File: src/rtl/imem_loader_pkg.sv
// Shared types and constants for the boot-time instruction memory loader.
package imem_loader_pkg;

  typedef enum logic [2:0] {
    IDLE,
    SYNC,
    CNT_LO,
    CNT_HI,
    DATA,
    CSUM,
    DONE,
    ERR
  } state_t;

  localparam logic [7:0]  DEFAULT_SYNC_BYTE = 8'hA5;
  localparam int unsigned CNT_W             = 16;

  // States in which a start pulse re-arms the loader.
  function automatic logic accepts_start(input state_t s);
    return (s == IDLE) || (s == DONE) || (s == ERR);
  endfunction

endpackage

File: src/rtl/imem_word_packer.sv
// Packs a little-endian byte stream into 32-bit words and keeps a running XOR checksum.
module imem_word_packer (
  input  logic        clk,
  input  logic        rst,
  input  logic        clear,
  input  logic        byte_en,
  input  logic [7:0]  byte_in,
  output logic        word_last,
  output logic        word_valid,
  output logic [31:0] word,
  output logic [7:0]  csum
);

  logic [1:0]  lane;
  logic [23:0] partial;

  assign word_last = (lane == 2'd3);

  // Bytes enter at the top and shift down so the first byte ends in [7:0].
  always_ff @(posedge clk or posedge rst) begin
    if (rst) begin
      lane       <= '0;
      partial    <= '0;
      word       <= '0;
      word_valid <= 1'b0;
      csum       <= '0;
    end else begin
      word_valid <= 1'b0;
      if (clear) begin
        lane    <= '0;
        partial <= '0;
        csum    <= '0;
      end else if (byte_en) begin
        lane    <= lane + 2'd1;
        csum    <= csum ^ byte_in;
        partial <= {byte_in, partial[23:8]};
        if (word_last) begin
          word       <= {byte_in, partial};
          word_valid <= 1'b1;
        end
      end
    end
  end

endmodule

File: src/rtl/imem_loader.sv
// Boot loader: receives a framed byte stream, writes words into instruction memory from
// address 0 upward and holds the core until a frame loads with a matching checksum.
module imem_loader
  import imem_loader_pkg::*;
#(
  parameter int unsigned ADDR_W    = 10,
  parameter logic [7:0]  SYNC_BYTE = DEFAULT_SYNC_BYTE
) (
  input  logic              clk,
  input  logic              rst,
  input  logic              start,
  input  logic              rx_valid,
  input  logic [7:0]        rx_data,
  output logic              rx_ready,
  output logic              im_we,
  output logic [ADDR_W-1:0] im_addr,
  output logic [31:0]       im_wdata,
  output logic              cpu_hold,
  output logic              load_done,
  output logic              load_err
);

  localparam logic [31:0] CAP = 32'(1) << ADDR_W;

  state_t           state;
  logic [7:0]       cnt_lo;
  logic [CNT_W-1:0] n_words;
  logic [CNT_W-1:0] word_idx;
  logic [CNT_W-1:0] word_next;
  logic [CNT_W-1:0] cnt_full;
  logic             hs;
  logic             clear;
  logic             byte_en;
  logic             word_last;
  logic [7:0]       csum;

  assign hs        = rx_valid & rx_ready;
  assign clear     = start & accepts_start(state);
  assign byte_en   = hs & (state == DATA);
  assign word_next = word_idx + CNT_W'(1);
  assign cnt_full  = {rx_data, cnt_lo};

  imem_word_packer u_packer (
    .clk        (clk),
    .rst        (rst),
    .clear      (clear),
    .byte_en    (byte_en),
    .byte_in    (rx_data),
    .word_last  (word_last),
    .word_valid (im_we),
    .word       (im_wdata),
    .csum       (csum)
  );

  always_ff @(posedge clk or posedge rst) begin
    if (rst) begin
      state     <= IDLE;
      rx_ready  <= 1'b0;
      im_addr   <= '0;
      cpu_hold  <= 1'b1;
      load_done <= 1'b0;
      load_err  <= 1'b0;
      cnt_lo    <= '0;
      n_words   <= '0;
      word_idx  <= '0;
    end else begin
      case (state)
        IDLE, DONE, ERR: begin
          if (start) begin
            state     <= SYNC;
            rx_ready  <= 1'b1;
            cpu_hold  <= 1'b1;
            load_done <= 1'b0;
            load_err  <= 1'b0;
            word_idx  <= '0;
          end
        end
        SYNC: begin
          if (hs && rx_data == SYNC_BYTE) state <= CNT_LO;
        end
        CNT_LO: begin
          if (hs) begin
            cnt_lo <= rx_data;
            state  <= CNT_HI;
          end
        end
        CNT_HI: begin
          if (hs) begin
            n_words <= cnt_full;
            if (32'(cnt_full) > CAP) begin
              state    <= ERR;
              rx_ready <= 1'b0;
              load_err <= 1'b1;
            end else if (cnt_full == '0) begin
              state <= CSUM;
            end else begin
              state <= DATA;
            end
          end
        end
        DATA: begin
          // Address is registered alongside the packer's word pulse so both land in the same cycle.
          if (hs && word_last) begin
            im_addr  <= ADDR_W'(word_idx);
            word_idx <= word_next;
            if (word_next == n_words) state <= CSUM;
          end
        end
        CSUM: begin
          if (hs) begin
            rx_ready <= 1'b0;
            if (rx_data == csum) begin
              state     <= DONE;
              load_done <= 1'b1;
              cpu_hold  <= 1'b0;
            end else begin
              state    <= ERR;
              load_err <= 1'b1;
            end
          end
        end
        default: begin
          state    <= IDLE;
          rx_ready <= 1'b0;
        end
      endcase
    end
  end

endmodule

File: config.mk
export PLATFORM = sky130hd
export DESIGN_NAME = imem_loader
export DESIGN_NICKNAME = d
export VERILOG_FILES = /design/src/rtl/imem_loader_pkg.sv /design/src/rtl/imem_word_packer.sv /design/src/rtl/imem_loader.sv
export SDC_FILE = /design/constraint.sdc
export NUM_CORES = 1
export LEC_CHECK = 0
export ABC_CLOCK_PERIOD_IN_PS = 2300
export CAP_MARGIN = 30
export CORE_MARGIN = 1
export CORE_UTILIZATION = 41
export CTS_CLUSTER_SIZE = 14
export DETAILED_ROUTE_END_ITERATION = 16
export GPL_TIMING_DRIVEN = 0
export PLACE_DENSITY_LB_ADDON = 0.05
export SLEW_MARGIN = 20
export SYNTH_ARGS = -nofsm -noshare
export SYNTH_HDL_FRONTEND = slang
export SYNTH_HIERARCHICAL = 1
export SYNTH_SLANG_ARGS = --single-unit
File: constraint.sdc
create_clock -name clk -period 2.3 [get_ports clk]
set_clock_uncertainty 0.15 [all_clocks]
set_input_delay 0.69 -clock clk [delete_from_list [all_inputs] [get_ports clk]]
set_output_delay 0.69 -clock clk [all_outputs]
set_load 0.01 [all_outputs]
; ---- Yosys cells after proc, flatten, opt, wreduce, memory -nomap -nowiden
; Cells that the tools add are included.
[totals]
reg_bits = 124
latchBits = 0
mem_bits_rw = 0
mem_bits_ro = 0
in_bits = 12
output_inout_bits = 47
wordCells = 103
mem_count = 0
[classes]
n_addsub = 2
n_mul = 0
n_div = 0
order_cmp = 1
eq_ne = 21
n_shift = 0
muxes = 40
n_bitwise = 5
reduce_logical = 20
[ops]
columns = operator, n
row1 = 24-bit two-way mux, 2
row2 = 16-bit two-way mux, 2
row3 = 16-bit case mux with 2 select lines, 1
row4 = 3-bit two-way mux, 7
row5 = 1-bit two-way mux, 18
row6 = 3-bit case mux with 6 select lines, 1
row7 = 16-bit by 1-bit adder with 16-bit output (second input constant), 1
row8 = 16-bit equality test, 1
row9 = 16-bit by 11-bit greater-than comparator with 1-bit output (second input constant), 1
row10 = 16-bit zero test, 1
row11 = 8-bit two-way mux, 2
row12 = 2-bit != test (second input constant), 8
row13 = 3-bit equality test (second input constant), 4
row14 = 8-bit equality test, 1
row15 = 8-bit equality test (second input constant), 1
row16 = 8-bit bitwise XOR, 1
row17 = 7-bit AND reduction, 1
row18 = 3-bit by 2-bit equality test with 1-bit output (second input constant), 2
row19 = 2-bit two-way mux, 3
row20 = 1-bit case mux with 3 select lines, 2
row21 = 2-bit AND reduction, 3
row22 = 3-bit AND reduction, 2
row23 = 6-bit AND reduction, 1
row24 = 2-bit nonzero test, 3
row25 = other kinds (14), 20

; ---- Depth between registers and ports, before layout
; Gate-level depths: netlist of the first run.
[logic_depth]
ltp_word = 6
depth_mapped = 8
mapped_depth_nobuf = 7

; ---- Hierarchy
; The synthesis of the first run kept the hierarchy.
[modules_own_cells]
columns = module, n_inst, cells_each, area_per_inst_um2, seq_area_each_um2
row1 = imem_loader, 1, 349, 3286.9, 1427.6
row2 = imem_word_packer, 1, 191, 2800.2, 1676.6

; ---- Worst setup path after synthesis of the first run
; No wires, ideal clock.
[synth_path]
path_kind = reg-to-reg
from = reg word_idx[1]
to = reg state[0]
setup_time_ns = 0.082
arrival_ns = 2.246
required_ns = 2.068
slack_ns = -0.178
stages_incl_launch_ff = 9
n_path_buf = 1
synth_period_minus_slack_ns = 2.478
cell_sequence = dfrtp_1 -> ha_1 -> buf_2 -> nand4_2 -> nor4_1 -> xnor2_1 -> nand4_1 -> or4_1 -> a31oi_1
[synth_between]
elab_chain_cells = 4
[synth_lines]
columns = item, line
row1 = start: declaration, imem_loader.sv:28  ; logic [CNT_W-1:0] word_idx;
row2 = start signal: assignment, imem_loader.sv:105  ; word_idx <= word_next;
row3 = 16-bit by 1-bit adder with 16-bit output, imem_loader.sv:40  ; assign word_next = word_idx + CNT_W'(1);
row4 = 16-bit equality test, imem_loader.sv:106  ; if (word_next == n_words) state <= CSUM;
row5 = 2-bit by 1-bit != test with 1-bit output (no line), -
row6 = 7-bit AND reduction (no line), -
row7 = end signal: assignment, imem_loader.sv:106
row8 = end signal: assignment, imem_loader.sv:113  ; state <= DONE;
row9 = end signal: assignment, imem_loader.sv:117  ; state <= ERR;
row10 = end: declaration, imem_loader.sv:25  ; state_t state;
; Every way passes these cells.
; A chain may end at the register's enable or synchronous reset.

; ---- Final worst setup path of the first run
[layout_path]
from = reg word_idx[4]
to = reg state[0]
; Same word-level chain as after synthesis.

==> run metrics, run 1 <==
fin crit share=105.3%; CTS max path bufs=2; worst rel slew slack=approximately 68%; vias per std cell=between 5 and 6; multiplexer share of the synthesized area=between 10% and 20%; DRC Markers=0; critical path depth=7; worst reg-to-reg setup slack=-0.12 ns; Final Util=53.52%; Die Span X=123.8 um; Critical-path top delay cell=or4b_4; core area=roughly 0.015 mm^2; Die H=roughly 120 um; root buf cell=clkbuf_16; Nets=642; grt total ovfl=0; Post-Syn Area per Cell=between 10 and 15 um^2; worst hold stages=2; Syn Nets=about 550; largest net degree at the start of global routing=56; worst skew pair latency=slightly above 0.4 ns; RSZ-0062 raised after global routing=true; IO Port Bufs=58; Yosys cell types=62; Layout area overhead=27.79%; Worst Setup SP=word_idx[4]; total placed instance area=0.007005 mm^2; area of the mapped netlist=slightly above 0.006 mm^2; crit start category=register; area share of fa/ha/maj cells after synthesis=less than 1%; post-synthesis simple-gate area fraction=between 10 and 15%; crit path kind=reg -> reg; hold crit path type=reg -> reg; Final Instance Area=around 0.008 mm^2; clock buffer count from CTS=17; # setup viols final=30; standard-cell row count=44; drt first pass iters=8; failing checks=negative setup slack; final worst setup slack=-0.1230 ns; clock-pin slew on the worst setup and hold paths=0.06 ns; slowest cell delay on critical path=roughly 0.6 ns; Finished Layout Cells=between 800 and 900; layout cells sized above 1=~27%; DRT antenna net count=0; CP endpoint=state[0]; Worst setup EP type=register; Top delay family on crit path=simple AND/OR/NAND/NOR gates; H-Tree Depth=4; Yosys Warn Count=6; Leak=3.641 nW; Bufs and invs on worst path=1; vias in the first global route=~4.5k; fin crit period=2.423 ns; XOR/XNOR Fraction of Synth Area=under 10%; Power Density=about 930 mW/mm^2; initial core utilization=about two fifths; reg2reg end=state[0]; die area=between 0.015 and 0.02 mm^2; largest fanout on the critical path=9; final hold violation count=0; DP HPWL=just over 10 mm; Routed WL=15.13 mm; Cells after Synth=540; status=finished with violations; DRT iter0 DRCs=346; largest family of logic cells by synthesized area=multiplexers; pre-CTS WS=-0.9132 ns; flops & latches, synth=roughly 120; TritonCTS clock tree=done; FMAX=around 410 MHz; number of flops mapped to enable cells by yosys=0; WHS=0.3276 ns; post-placement cell count=slightly below 800; Final Slew Violations=0; Synth Flop Type=dfrtp_1; Worst Reg-to-Reg Cells=7; Synth Area in Compound Gates=9.846%; worst vdd ir=approximately 0.6 mV; initial antenna violation count=0; total track usage=around 21%; vias after detailed routing=4517; Ant. Diodes=0; Filler Cells Inserted=roughly 1.3k; gpl congestion=0.8631; first-pass GRT wire length=roughly 24 mm; RR Startpoint=word_idx[4]; async set or reset register ratio after synthesis=100.0%; worst-margin pin slew=~0.47 ns; DR WL/cell=roughly 18 um; sequential area share after synthesis=51.00%; CP required=between 2 and 2.5 ns; top-level I/O count=59; # Max-Cap Violations=0; CTS Sinks=approximately 120; crit path cell chain=buf_4 -> nand4_1 -> or4b_4 -> a21oi_2 -> nor3_1 -> or4_1 -> a31oi_1; CP arrival=roughly 2.6 ns
==> cells in the mapped netlist, types with 2 or more instances <==
| cell | count | share of area, % |
|---|---|---|
| dfrtp_1 | 123 | 51 |
| nand2_1 | 51 | 3.1 |
| nor2_1 | 44 | 2.7 |
| o21ai_0 | 31 | 2.5 |
| mux2i_1 | 30 | 4.9 |
| mux2_4 | 29 | 7.2 |
| mux2_2 | 26 | 4.8 |
| a21oi_1 | 17 | 1.4 |
| xnor2_1 | 16 | 2.3 |
| clkbuf_1 | 13 | 0.80 |
| buf_2 | 12 | 0.99 |
| nand4_1 | 10 | 1.0 |
| nand3b_1 | 9 | 1.1 |
| a21bo_2 | 8 | 1.3 |
| inv_1 | 8 | 0.49 |
| nand3_1 | 8 | 0.66 |
| o31ai_1 | 7 | 0.86 |
| xor2_1 | 7 | 1.0 |
| a31oi_1 | 6 | 0.62 |
| nor3_1 | 6 | 0.49 |
| and2_1 | 5 | 0.51 |
| and3_1 | 5 | 0.51 |
| buf_4 | 5 | 0.62 |
| nor2b_1 | 4 | 0.41 |
| nor4_1 | 4 | 0.41 |
| or3_1 | 4 | 0.41 |
| or4_1 | 4 | 0.49 |
| a21o_1 | 3 | 0.37 |
| buf_6 | 3 | 0.55 |
| o21a_1 | 3 | 0.37 |
| a22o_1 | 2 | 0.29 |
| and4_1 | 2 | 0.29 |
| ha_1 | 2 | 0.41 |
| nand2b_1 | 2 | 0.21 |
| nand3_2 | 2 | 0.33 |
| nand4_2 | 2 | 0.41 |
| o41ai_1 | 2 | 0.29 |
==> worst register-to-register path: cells and delay by family, from the launching register on <==
family	cells	cell delay [ns]
and+or+nand+nor	4	1.44
buffers and inverters	1	0.16
AOI/OAI and AO/OA	2	0.26
DFF	1	0.32
==> layout by cell type (no fill, tap or decap), types with 9 or more instances in the layout <==
cell type        count
a21oi_1             15
buf_2               14
buf_4               16
clkbuf_16           17
clkdlybuf4s50_1     48
dfrtp_1            122
mux2_2              26
mux2_4              29
mux2i_1             30
nand2_1             50
nand3b_1             9
nand4_1             10
nor2_1              43
o21ai_0             27
xnor2_1             15
==> report_power, final <==
group / internal (mW) / switching (mW) / total, mW
clock network: 1.86 / 0.964 / 2.82
registers: 2.53 / 0.295 / 2.82
logic: 0.781 / 0.802 / 1.58
==> worst min path at each step <==
stage                from    endpoint  slack (ns)
4_1_cts        im_addr[9]  im_addr[9]        0.33
5_1_grt        im_addr[2]  im_addr[2]        0.35
2_1_floorplan   cnt_lo[4]  n_words[4]        0.31
3_5_place_dp   im_addr[9]  im_addr[9]        0.32
6_report       im_addr[2]  im_addr[2]        0.33
3_3_place_gp   im_addr[7]  im_addr[7]        0.31
==> repair_timing <==
action                                  CTS  global route
cloned                                    0             0
pin swaps                                10             7
resized for setup                        40            38
endpoints found under the setup margin  104            80
hold buffers                              0             0
buffers inserted                          3             6
==> metal layers <==
layer,track usage (%),up-vias,part of all wire (%)
li1,-,2098,-
met1,32.02,2284,51
met2,30.49,123,43
met3,4.853,12,4.4
met4,6.777,0,0.81
met5,0,-,0
==> per-stage QoR <==
stage	power (mW)	TNS, ns
final	7.228	-0.4365
after global routing	7.625	-3.506
after global placement	4.278	-137.78
after detailed placement	4.349	-64.33
after floorplan	3.895	-0.04961
after CTS	7.247	-0.1139
==> sequential cells by signal, summed over array words and instances (netlist names), 3 cells and up <==
signal	count
cnt_lo	8
im_addr	10
n_words	16
state	3
u_packer/csum	8
u_packer/partial	24
u_packer/word	32
word_idx	16
==> cell type report <==
| type | instances | area [um^2] | area share [%] |
|---|---|---|---|
| flip-flops and latches | 124 | 3105 | 39.92 |
| repair buffers | 71 | 700.7 | 9.008 |
| clock buffers | 20 | 456.7 | 5.871 |
| plain buffers | 32 | 214.0 | 2.751 |
| multi-input cells | 374 | 2869 | 36.88 |
| clock inverters | 10 | 166.4 | 2.139 |
| inverters | 8 | 36.28 | 0.4665 |
| well taps | 184 | 230.2 | 2.960 |
==> cells by family (layout without fill, tap and decap cells) <==
logic type,Yosys count,count (layout)
AO/OA/AOI/OAI,92,92
XOR/XNOR,24,24
adder cells (fa/ha/maj),2,2
buffers and inverters,42,141
flip-flops,124,124
multiplexers,85,85
AND/OR/NAND/NOR,171,171
(Power assumes the default switching activity.)
==> run 2, diff against run 1 <==
--- a/config.mk
+++ b/config.mk
@@ -7,2 +7,3 @@
 export LEC_CHECK = 0
+export ABC_AREA = 0
 export ABC_CLOCK_PERIOD_IN_PS = 2300
==> constraint.sdc (replaced) <==
create_clock -name clk -period 2.3 [get_ports clk]
set_clock_uncertainty 0.15 [all_clocks]
set_input_delay 0.46 -clock clk [delete_from_list [all_inputs] [get_ports clk]]
set_output_delay 0.46 -clock clk [all_outputs]
set_load 0.01 [all_outputs]
==> run 2 against run 1 <==
Against the previous run: the flow still finishes with violations (negative setup slack); via count shrank 1.8%; utilization down 0.15 points; sequential share of layout area increased by 0.13 points; non-clock buffer count down 4; critical endpoint unchanged; critical path depth is the same; first-iteration DRC count fell by 26%; clock-buffer cell count up 1.
==> run metrics, run 2 (synthesized netlist as in run 1, its figures left out) <==
Bufs and invs on worst path=1 (unchanged); Int Pwr=4.875 mW (-5.7%); DR WL/cell=18.44 um (+0.26%); first-pass GRT wire length=23.89 mm (-2.0%); Final Power=6.988 mW (-3.3%); Die H=123.8 um (unchanged); crit start category=register; clock power share=37.2% (-1.9 points); # Max-Cap Violations=0 (unchanged); worst rel slew slack=54.02% (-14 points); Critical-path top delay cell=or4b_1; worst-margin pin slew=0.6860 ns (+0.2111 ns); TritonCTS clock tree=done; total placed instance area=0.006970 mm^2 (-0.50%); largest fanout on the critical path=8 (-1); Reg power frac=40.5% (+1.5 points); H-Tree Depth=4 (unchanged); standard-cell row count=44 (unchanged); RSZ-0062 raised after global routing=true; core area=0.01453 mm^2 (unchanged); fin crit share=104.7% (-0.63 points); switching power=2.113 mW (+2.5%); CTS Sinks=124 (unchanged); vias per std cell=5.404 (-1.5%); initial core utilization=41.88% (unchanged); CTS Hold Buffers Added=0 (unchanged); Regs by FF count=u_packer/word: 32 flops, u_packer/partial: 24 flops; CTS max path bufs=2 (unchanged); vias in the first global route=4281 (-4.3%); Final Util=53.37% (-0.15 points); most frequent cells in the layout=dfrtp_1, nand2_1, clkdlybuf4s50_1, nor2_1, mux2i_1; DRC Markers=0 (unchanged); crit path cell chain=buf_6 -> nand4_1 -> or4b_1 -> a21oi_1 -> nor3_1 -> or4_4 -> a31oi_1; CP required=2.48 ns (about the same); grt total ovfl=0 (unchanged); fin crit period=2.409 ns (-0.01445 ns); # setup viols final=1 (-97%); initial antenna violation count=0 (unchanged); layout cells sized above 1=25.59% (-1.2 points); CP arrival=2.59 ns (about the same); Power Density=900.8 mW/mm^2 (-3.1%); vias after detailed routing=4437 (-1.8%); Die Span X=123.8 um (unchanged); worst skew pair latency=0.42 ns (about the same); gpl congestion=0.8567 (-0.74%); drt first pass iters=7 (-1); Final Instance Area=0.007757 mm^2 (-0.27%); clock buffer count from CTS=17 (unchanged); top-level I/O count=59 (unchanged); Largest Register=u_packer/word; power share of the combinational group=22.3% (+0.4 points); DP HPWL=10.34 mm (+0.49%); Leak=3.611 nW (-0.82%); DRT antenna net count=0 (unchanged); commonest non-fill, non-tap cell in the layout=dfrtp_1; crit path kind=reg -> reg; final worst setup slack=-0.1085 ns (+0.01445 ns); die area=0.01534 mm^2 (unchanged); Worst setup EP type=register; slowest cell delay on critical path=0.52 ns (-0.09 ns); sw frac=30.23% (+1.7 points); largest net degree at the start of global routing=46 (-18%); status=finished with violations; final hold violation count=0 (unchanged); hold crit path type=in -> async; Largest register FFs=32 (unchanged); failing checks=negative setup slack; Nets=638 (-0.62%); IO Port Bufs=58 (unchanged); clock-pin slew on the worst setup and hold paths=0.06 ns (about the same); total track usage=21.34% (-0.10 points); worst vdd ir=0.5726 mV (-2.7%); Ant. Diodes=0 (unchanged); Layout area overhead=27.44%; FMAX=415.2 MHz (+0.60%); Top delay family on crit path=simple AND/OR/NAND/NOR gates; Final Slew Violations=0 (unchanged); Routed WL=15.14 mm (about the same); DRT iter0 DRCs=257 (-26%); root buf cell=clkbuf_16
==> run 2: changes by cell type in the layout (fill, tap and decap cells not counted), moves of 3 or more <==
cell	change
buf_2	-6
inv_6	+4
bufinv_16	-3
clkbuf_4	-3
dlygate4sd2_1	+3
==> run 2: path summary, 6_finish.rpt <==
| check | startpoint | end | slack [ns] | depth (start not counted) |
|---|---|---|---|---|
| worst max-delay path | word_idx[0] | state[0] | -0.11 | 7 |
| worst min-delay path | rst | u_packer/partial[5] | 0.30 | 2 |
| worst max register to register | word_idx[0] | state[0] | -0.11 | 7 |
| worst min register to register | im_addr[5] | im_addr[5] | 0.32 | 2 |
| max in group asynchronous | rst | cpu_hold | 1.13 | 3 |
| min in group clk | im_addr[5] | im_addr[5] | 0.32 | 2 |
==> run 2: per-stage QoR <==
step,cells,worst slack [ns],TNS (ns),hold WS [ns]
floorplan,540,0.006842,0,0.3124
global placement,782,-1.208,-170.97,0.3087
detailed placement,784,-0.8090,-36.32,0.3121
CTS,817,-0.09398,-0.09398,0.2931
global route,821,-0.2230,-0.2230,0.3276
finish,821,-0.1085,-0.1085,0.2973
==> run 2: per-layer routing <==
layer  track usage (%)  vias to the layer above  share of wire, %
li1                  -                     2088                 -
met1             32.84                     2239                52
met2             29.38                       93                42
met3             4.396                       17               4.7
met4             7.003                        0               1.1
met5                 0                        -                 0
==> run 2: what timing repair did <==
action / CTS / global route
setup endpoints to repair: 74 / 64
gates cloned: 0 / 1
pin swaps: 11 / 3
setup buffers: 3 / 4
gates resized for setup: 27 / 32
==> run 2: power groups by stage <==
stage | logic (mW) | clock network (mW) | registers, mW
4_1_cts | 1.49 | 2.66 | 2.83
3_5_place_dp | 1.46 | 0 | 2.87
6_report | 1.56 | 2.60 | 2.83
2_1_floorplan | 1.11 | 0 | 2.77
3_3_place_gp | 1.42 | 0 | 2.86
5_1_grt | 1.72 | 2.76 | 2.89
==> run 2: area by class of cell <==
class                      count  area (um^2)
clock buffer                  21        470.5
timing repair buffer          68        699.4
clock inverter                11        107.6
tap                          184        230.2
inverter                       8        35.03
fill                        1322         6777
multi-input combinational    374         2894
buffer                        31        214.0
sequential                   124         3107
==> run 3, diff against run 2 <==
Settings changed: CORE_UTILIZATION 41 to 50.
==> run 3 against run 2 <==
Against the previous run: the run ends with design-rule violations, negative setup slack left; first-iteration DRC count increased by 50%; critical path depth increased by 2; register-to-register slack got worse by 0.04 ns; final cell count decreased by 4.5%; power increased by 0.82%; via count increased by 2.3%; routed wire length decreased by 1.5%; sequential cell count unchanged; sequential power about the same.
==> run metrics, run 3 (synthesized netlist as in run 1, its figures left out) <==
reg2reg end=state[0]; crit start category=register; DRT iter0 DRCs=386 (+50%); Ant. Diodes=0 (unchanged); drt first pass iters=13 (+6); Worst setup EP type=register; DP HPWL=9.903 mm (-4.3%); crit path cell chain=buf_6 -> buf_4 -> buf_4 -> xnor2_1 -> a311oi_1 -> nand4_1 -> nand4b_1 -> or4_1 -> a31oi_1; FMAX=408.5 MHz (-1.6%); CP arrival=2.64 ns (+0.05 ns); total negative setup slack=-0.1478 ns (-0.03929 ns); RSZ-0062 raised after global routing=true; DRT antenna net count=0 (unchanged); CTS Sinks=124 (unchanged); vias after detailed routing=4539 (+2.3%); Final Slew Violations=0 (unchanged); total track usage=25.13% (+3.8 points); Nets=643 (+0.78%); total placed instance area=0.006899 mm^2 (-1.0%); die area=0.01262 mm^2 (-18%); top-level I/O count=59 (unchanged); first-pass GRT wire length=24.12 mm (+0.95%); Final Instance Area=0.007741 mm^2 (-0.21%); Regs by FF count=u_packer/word: 32 flops, u_packer/partial: 24 flops; standard-cell row count=39 (-11%); failing checks=design-rule violations, negative setup slack; CP required=2.49 ns (about the same); DR WL/cell=19.02 um (+3.2%); most frequent CP cell=buf_4; CTS Hold Buffers Added=0 (unchanged); worst reg-to-reg setup slack=-0.15 ns (-0.04 ns); WHS=0.2503 ns (-0.04703 ns); Largest register FFs=32 (unchanged); layout cells sized above 1=24.02% (-1.6 points); initial core utilization=52.19% (+10 points); grt total ovfl=0 (unchanged); final worst setup slack=-0.1478 ns (-0.03929 ns); commonest non-fill, non-tap cell in the layout=dfrtp_1; most frequent cells in the layout=dfrtp_1, nand2_1, clkdlybuf4s50_1, nor2_1, mux2i_1; Die Span X=112.3 um (-9.3%); pre-CTS WS=-0.7728 ns (+0.03619 ns); fin crit period=2.448 ns (+0.03929 ns); slowest cell delay on critical path=0.45 ns (-0.07 ns); clock buffer count from CTS=17 (unchanged); hold crit path type=in -> async; clock-pin slew on the worst setup and hold paths=0.05 ns (about the same); Routed WL=14.92 mm (-1.5%); initial antenna violation count=0 (unchanged); fin crit share=106.4% (+1.7 points); worst-margin pin slew=0.7373 ns (+0.05131 ns); TritonCTS clock tree=done; IO Port Bufs=58 (unchanged); # Max-Cap Violations=0 (unchanged); largest fanout on the critical path=5 (-3); CTS max path bufs=2 (unchanged); status=finished with violations; largest net degree at the start of global routing=58 (+26%); crit path kind=reg -> reg; Largest Register=u_packer/word; root buf cell=clkbuf_16; RR Startpoint=word_idx[0]; Critical-path top delay cell=or4_1; vias in the first global route=4549 (+6.3%); # setup viols final=1 (unchanged); worst rel slew slack=50.84% (-3.2 points); DRC Markers=5 (+5); Power Density=910.0 mW/mm^2 (+1.0%); core area=0.01166 mm^2 (-20%); H-Tree Depth=4 (unchanged); Leak=3.655 nW (+1.2%); worst skew pair latency=0.42 ns (about the same); Die H=112.3 um (-9.3%); worst vdd ir=0.6192 mV (+8.1%); Worst Reg-to-Reg Cells=9 (+2); Final Util=66.38% (+13 points); vias per std cell=5.790 (+7.1%); Layout area overhead=27.17%; gpl congestion=0.8518 (-0.57%); final hold violation count=0 (unchanged)
-- run 3: power breakdown --
group | leakage (nW) | internal (mW) | switching [mW]
registers | 1.67 | 2.53 | 0.293
clock network | 0.284 | 1.78 | 0.922
logic | 1.70 | 0.759 | 0.763
-- run 3: how the worst max path moves through the flow --
stage / startpoint / to / slack [ns] / cells after the start
after detailed placement: rx_data[3] / state[0] / -0.77 / 7
after CTS: word_idx[0] / state[0] / -0.12 / 7
final: word_idx[0] / state[0] / -0.15 / 9
after global placement: rst / u_packer/word[0] / -1.10 / 2
after global routing: word_idx[0] / state[0] / -0.22 / 9
after floorplan: rst / u_packer/csum[0] / 0.007 / 1
-- run 3: area by class of cell --
| class | instances | area, um^2 |
|---|---|---|
| plain buffers | 31 | 225.2 |
| inverters | 8 | 35.03 |
| clock buffers | 25 | 485.5 |
| multi-input cells | 374 | 2854 |
| fillers | 899 | 3921 |
| flip-flops and latches | 124 | 3104 |
| well taps | 143 | 178.9 |
| repair buffers | 73 | 748.2 |
| clock inverters | 6 | 110.1 |
-- run 3: what timing repair did --
item,CTS,global route
setup endpoints to repair,71,60
cloned,0,2
gates resized for setup,26,26
endpoints found under the hold margin,0,0
buffers inserted,8,3
pin swaps,10,2
-- run 3: per-layer routing --
metal  GRT usage, %  share of wire [%]  routed length (um)  vias to the layer above
li1               -                  -                   -                     2096
met1          37.80                 50                7442                     2283
met2          35.53                 44                6631                      139
met3          5.292                4.4                 659                       21
met4          9.689                1.2                 182                        0
met5              0                  0                   0                        -
-- run 3: metrics by stage --
step	std cells	total power [mW]
after floorplan	540	3.880
after global placement	741	4.236
after detailed placement	743	4.302
after CTS	781	7.028
after global routing	784	7.399
final	784	7.045
-- run 3: critical path, delay by kind of cell (launching register included) --
kind | cells | cell delay, ns
AO/OA/AOI/OAI | 2 | 0.42
XOR/XNOR | 1 | 0.12
AND/OR/NAND/NOR | 3 | 0.84
buffers and inverters | 3 | 0.43
flip-flops | 1 | 0.42
